### src/rtl/nes_pad_responder_if.sv
// ============================================================================
// Module      : nes_pad_responder_if
// Description : Controller-port bundle between a NES/SNES host reader and pad.
// Revision    : 1.0 - initial release
// ============================================================================
`default_nettype none

interface nes_pad_responder_if #(
   parameter int NUM_BITS = 8
);
   logic                ctrl_latch;
   logic                ctrl_pulse;
   logic [NUM_BITS-1:0] buttons;
   logic                ctrl_data;
   logic [4:0]          bit_count;
   logic                frame_done;
   logic                proto_err;
   logic [1:0]          state;

   modport master (
      output ctrl_latch, ctrl_pulse, buttons,
      input  ctrl_data, bit_count, frame_done, proto_err, state
   );

   modport slave (
      input  ctrl_latch, ctrl_pulse, buttons,
      output ctrl_data, bit_count, frame_done, proto_err, state
   );
endinterface

`default_nettype wire

### src/rtl/nes_pad_responder.sv
// ============================================================================
// Module      : nes_pad_responder
// Description : Pad-side NES/SNES serial responder answering latch/pulse strobes.
// Revision    : 1.0 - initial release
// ============================================================================
`default_nettype none

module nes_pad_responder #(
   parameter int   NUM_BITS = 8,
   parameter logic FILL     = 1'b0,
   parameter int   TIMEOUT  = 4096
) (
   input  wire logic           clk,
   input  wire logic           reset,
   nes_pad_responder_if.slave  bus
);

   localparam int                   c_tmo_w    = $clog2(TIMEOUT + 1);
   localparam logic [c_tmo_w-1:0]   c_tmo_last = c_tmo_w'(TIMEOUT - 1);
   localparam logic [c_tmo_w-1:0]   c_tmo_one  = c_tmo_w'(1);
   localparam logic [4:0]           c_last     = 5'(NUM_BITS);

   typedef enum logic [1:0] {
      IDLE    = 2'd0,
      LOAD    = 2'd1,
      SHIFT   = 2'd2,
      DRAINED = 2'd3
   } state_t;

   state_t              r_state;
   logic                r_latch_m, r_latch_s;
   logic                r_pulse_m, r_pulse_s, r_pulse_d;
   logic [NUM_BITS-1:0] r_sreg;
   logic                r_ctrl_data;
   logic [4:0]          r_bit_count;
   logic                r_frame_done;
   logic                r_proto_err;
   logic [c_tmo_w-1:0]  r_tmo;

   logic                w_pulse_rise;
   logic [NUM_BITS-1:0] w_shifted;

   assign w_pulse_rise = r_pulse_s & ~r_pulse_d;

   always_comb begin
      w_shifted               = r_sreg >> 1;
      w_shifted[NUM_BITS-1]   = FILL;
   end

   always_ff @(posedge clk or negedge reset) begin
      if (!reset) begin
         r_state      <= IDLE;
         r_latch_m    <= 1'b0;
         r_latch_s    <= 1'b0;
         r_pulse_m    <= 1'b0;
         r_pulse_s    <= 1'b0;
         r_pulse_d    <= 1'b0;
         r_sreg       <= '1;
         r_ctrl_data  <= 1'b1;
         r_bit_count  <= 5'd0;
         r_frame_done <= 1'b0;
         r_proto_err  <= 1'b0;
         r_tmo        <= '0;
      end else begin
         r_latch_m    <= bus.ctrl_latch;
         r_latch_s    <= r_latch_m;
         r_pulse_m    <= bus.ctrl_pulse;
         r_pulse_s    <= r_pulse_m;
         r_pulse_d    <= r_pulse_s;
         r_ctrl_data  <= r_sreg[0];
         r_frame_done <= 1'b0;
         r_proto_err  <= 1'b0;

         // Latch overrides everything; only a pulse during an established load is an error.
         if (r_latch_s) begin
            r_state     <= LOAD;
            r_sreg      <= ~bus.buttons;
            r_bit_count <= 5'd0;
            r_tmo       <= '0;
            if (r_state == LOAD && w_pulse_rise)
               r_proto_err <= 1'b1;
         end else begin
            case (r_state)
               LOAD: begin
                  r_state <= SHIFT;
                  r_tmo   <= '0;
               end
               SHIFT: begin
                  if (w_pulse_rise) begin
                     r_sreg      <= w_shifted;
                     r_bit_count <= r_bit_count + 5'd1;
                     r_tmo       <= '0;
                     if (r_bit_count + 5'd1 == c_last) begin
                        r_state      <= DRAINED;
                        r_frame_done <= 1'b1;
                     end
                  end else if (r_tmo >= c_tmo_last) begin
                     r_state     <= IDLE;
                     r_proto_err <= 1'b1;
                     r_sreg      <= '1;
                     r_bit_count <= 5'd0;
                     r_tmo       <= '0;
                  end else begin
                     r_tmo <= r_tmo + c_tmo_one;
                  end
               end
               DRAINED: begin
                  if (w_pulse_rise)
                     r_sreg <= w_shifted;
               end
               default: begin
               end
            endcase
         end
      end
   end

   assign bus.ctrl_data  = r_ctrl_data;
   assign bus.bit_count  = r_bit_count;
   assign bus.frame_done = r_frame_done;
   assign bus.proto_err  = r_proto_err;
   assign bus.state      = r_state;

endmodule

`default_nettype wire

### src/flat_wrapper.sv
// flat-port wrapper written by rule: the top's interface ports become plain ports
module nes_pad_responder_flat 
#(
   parameter int   NUM_BITS = 8,
   parameter logic FILL     = 1'b0,
   parameter int   TIMEOUT  = 4096
)
  (clk, reset, bus_ctrl_latch, bus_ctrl_pulse, bus_buttons, bus_ctrl_data, bus_bit_count, bus_frame_done, bus_proto_err, bus_state);
  nes_pad_responder_if #(.NUM_BITS(NUM_BITS)) bus_i ();
  input  wire logic clk;
  input  wire logic reset;
  input wire logic [$bits(bus_i.ctrl_latch)-1:0] bus_ctrl_latch;
  input wire logic [$bits(bus_i.ctrl_pulse)-1:0] bus_ctrl_pulse;
  input wire logic [$bits(bus_i.buttons)-1:0] bus_buttons;
  output wire logic [$bits(bus_i.ctrl_data)-1:0] bus_ctrl_data;
  output wire logic [$bits(bus_i.bit_count)-1:0] bus_bit_count;
  output wire logic [$bits(bus_i.frame_done)-1:0] bus_frame_done;
  output wire logic [$bits(bus_i.proto_err)-1:0] bus_proto_err;
  output wire logic [$bits(bus_i.state)-1:0] bus_state;
  assign bus_i.ctrl_latch = bus_ctrl_latch;
  assign bus_i.ctrl_pulse = bus_ctrl_pulse;
  assign bus_i.buttons = bus_buttons;
  assign bus_ctrl_data = bus_i.ctrl_data;
  assign bus_bit_count = bus_i.bit_count;
  assign bus_frame_done = bus_i.frame_done;
  assign bus_proto_err = bus_i.proto_err;
  assign bus_state = bus_i.state;
  nes_pad_responder #(.NUM_BITS(NUM_BITS), .FILL(FILL), .TIMEOUT(TIMEOUT)) u_core (.clk(clk), .reset(reset), .bus(bus_i));
endmodule
### config.mk
export PLATFORM = sky130hd
export DESIGN_NAME = nes_pad_responder_flat
export DESIGN_NICKNAME = d
export VERILOG_FILES = /design/src/rtl/nes_pad_responder_if.sv /design/src/rtl/nes_pad_responder.sv /design/src/flat_wrapper.sv
export SDC_FILE = /design/constraint.sdc
export NUM_CORES = 1
export LEC_CHECK = 0
export BUFFER_PORTS_ARGS = -buffer_cell sky130_fd_sc_hd__buf_2
export CORE_ASPECT_RATIO = 0.9
export CORE_MARGIN = 3
export CORE_UTILIZATION = 40
export CTS_CLUSTER_DIAMETER = 150
export DETAILED_ROUTE_END_ITERATION = 8
export SETUP_SLACK_MARGIN = 0.15
export SYNTH_ARGS = -nofsm -noshare
export SYNTH_HDL_FRONTEND = slang
export SYNTH_SLANG_ARGS = --single-unit
### constraint.sdc
create_clock -name clk -period 2.9 [get_ports clk]
set_input_delay 0.29 -clock clk [delete_from_list [all_inputs] [get_ports clk]]
set_output_delay 0.29 -clock clk [all_outputs]
set_load 0.1 [all_outputs]
==> impl_metrics.json <==
{
  "ys_top_cells_by_area": "dfrtp_1, dfstp_2, nor2_1",
  "ant_nets": 0,
  "ys_ff_latch": 36,
  "grt_pass1_wl_um": 6189,
  "viasPerCell": 5.406,
  "layout_setup_ws_ns": 0.7630,
  "fmax_mhz": 467.9,
  "tns_ns": 0,
  "crit_chain": "inv_1 > ha_1 > nor2_1 > nand4_1 > nor2_1 > buf_4 > nand3b_1 > a21bo_2",
  "area_growth_syn_to_layout_pct": 15.16,
  "clk_pin_slew_worst_paths_ns": 0.07,
  "row_count": 22,
  "cts_tree": "done",
  "wire_per_inst_um": 13.70,
  "synth-simple-area-share_pct": 17.95,
  "yosys-top-cells-count": "dfrtp_1, nor2_1, a21oi_1",
  "dpl-instance-area_um2": 1924,
  "synth.most_common_cell": "dfrtp_1",
  "worstPathRequired_ns": 3.13,
  "cp_common_cell": "nor2_1",
  "yosys_warnings": 0,
  "cts_sinks": 36,
  "place_ws_ns": 0.7958,
  "stdcell_area_um2": 2014,
  "syn_area_um2": 1749,
  "fp.dieH_um": 68.74,
  "setup_viol": 0,
  "synthFlopType": "dfrtp_1",
  "hold_viol": 0,
  "gr-usage-met3_pct": 4.348,
  "yosys.area.top_type": "dfrtp_1",
  "cts.repair.resized": 0,
  "drv_cap": 0,
  "wl_um": 3576,
  "synth_xor_area_share_pct": 0.5007,
  "worstSetupPathType": "flip-flop to flip-flop",
  "grtUsageMet1_pct": 21.80,
  "clockRootBuffer": "clkbuf_8",
  "ys_types": 40,
  "initial_core_util_pct": 42.08,
  "p_per_area_nw_per_um2": 684.3,
  "htree_levels": 2,
  "core_area_um2": 4156,
  "syn_area_per_cell_um2": 9.995,
  "place_congestion": 0.8064,
  "antenna_found_initial": 0,
  "clk_path_buf_depth": 2,
  "portBuffers": 21,
  "startpoint_type": "flip-flop",
  "hold_path.class": "input port to asynchronous set/reset pin",
  "worstMarginPinSlew_ns": 0.7640,
  "synth_compound_area_share_pct": 22.17,
  "die_area_um2": 5204,
  "cp_top_family": "simple AND/OR/NAND/NOR gates",
  "die_x_um": 75.71,
  "overflow": 0,
  "synth-edff-count": 0,
  "holdBufCountCts": 0,
  "cp_max_fo": 9,
  "n_fill_cell": 418,
  "power_mw": 1.378,
  "drtIter0Drc": 118,
  "vias": 1411,
  "busiest_layer": "met2",
  "cp_slowest_cell": "nor2_1",
  "fin_skew_ns": 0.006476,
  "async_reset_ff_share_pct": 100.0,
  "synth_cells": 175,
  "regArea_um2": 912.1,
  "multi_input_area_um2": 794.5,
  "cts_setup_buffers": 0,
  "slew_headroom_pct": 49.06,
  "ios": 22,
  "drive_gt1_share_pct": 20.90,
  "period_needed_ns": 2.137,
  "clk_latency_ns": 0.28,
  "report.final.slew_viol_count": 0,
  "cts_buffers": 5,
  "synth_nets": 192,
  "ir_drop_uv": 343.3,
  "grt.total_usage_pct": 15.92,
  "rsz0062_at_grt": "false",
  "crit_path_end_kind": "flip-flop",
  "finalCritPeriodShare_pct": 73.69,
  "grt_pass1_vias": 1350,
  "synth_top_area_share_pct": 38.63,
  "status": "finished, final reports clean",
  "cellLeakagePower_nw": 0.8989,
  "grt_max_degree": 37,
  "arrival_ns": 2.36,
  "yosysSeqAreaShare_pct": 52.15,
  "synth_top_family_by_area": "compound AO/OA/AOI/OAI gates",
  "worst-path-buf-inv": 2,
  "grt_use_met2_pct": 23.81,
  "dpl.hpwl_um": 2591,
  "timing.hold.ws_ns": 0.07987,
  "route.detailed.drc": 0,
  "first_pass_iters": 4,
  "synth_fa_ha_area_share_pct": 3.577,
  "cpPeakStageDelay_ns": 0.49,
  "diodes": 0,
  "nets": 217,
  "synth.area.mux_share_pct": 1.216
}
power by group:
group / switching, mW / total, mW / internal (mW) / leakage (nW)
clock: 0.164 / 0.357 / 0.194 / 0.0455
combinational: 0.315 / 0.430 / 0.114 / 0.398
sequential: 0.0353 / 0.592 / 0.556 / 0.455
final timing paths:
check | cells past startpoint | slack (ns) | endpoint | start
setup / recovery | 8 | 0.76 | u_core.r_tmo[10] | u_core.bus.state[0]
hold / removal | 1 | 0.08 | u_core.bus.frame_done | reset
setup reg to reg | 8 | 0.76 | u_core.r_tmo[10] | u_core.bus.state[0]
hold reg to reg | 0 | 0.35 | u_core.r_pulse_s | u_core.r_pulse_m
max in group asynchronous | 1 | 2.33 | u_core.r_tmo[12] | reset
min in group clk | 1 | 0.11 | u_core.r_pulse_m | bus_ctrl_pulse
metal layers:
metal	vias to the layer above	wire, um
met5	-	0
li1	696	-
met1	667	1732
met4	0	46
met2	42	1598
met3	6	198
per-stage QoR:
stage | util, % | instances
floorplan | - | 175
CTS | 48.46 | 261
finish | 48.46 | 261
global placement | 46.30 | 253
detailed placement | 46.30 | 253
global route | 48.46 | 261
layout make-up:
class                   count  share of cell area (%)
repair buffers             23                   5.963
multi-input cells         128                   39.44
well taps                  60                   3.727
inverters                   6                   1.118
flip-flops and latches     36                   45.28
clock buffers               8                   4.472
cells by family (layout without fill, tap and decap cells):
logic type	count (synthesis)	count (layout)
simple gates	62	62
compound gates	58	58
flops	36	36
buf+inv	11	37
fa+ha+maj	5	5
mux	2	2
xor+xnor	1	1
cells in the final DEF (no fill, tap or decap), types with 3 or more instances in the layout:
cell type | Yosys | layout
nor3_1 | 7 | 7
nor2_1 | 22 | 22
clkbuf_8 | 0 | 6
nand3_1 | 8 | 8
and3_1 | 3 | 3
o21ai_0 | 11 | 11
dfrtp_1 | 27 | 27
ha_1 | 5 | 5
nor2b_1 | 3 | 3
dfstp_2 | 9 | 9
a31oi_1 | 6 | 6
a21oi_1 | 12 | 12
inv_1 | 6 | 6
buf_2 | 1 | 21
nand2_1 | 7 | 7
a22o_1 | 8 | 8
o22ai_1 | 7 | 7
registers in the layout, summed over array words and instances (netlist names), 2 cells and up:
register              cells
u_core.bus.bit_count      5
u_core.r_sreg             8
u_core.bus.state          2
u_core.r_tmo             13
worst register-to-register path, cell delays in order, from the launching register on:
cell	delay [ns]
dfrtp_1	0.42
inv_1	0.08
ha_1	0.37
nor2_1	0.11
nand4_1	0.12
nor2_1	0.49
buf_4	0.24
nand3b_1	0.07
a21bo_2	0.18
(Power assumes the default switching activity.)
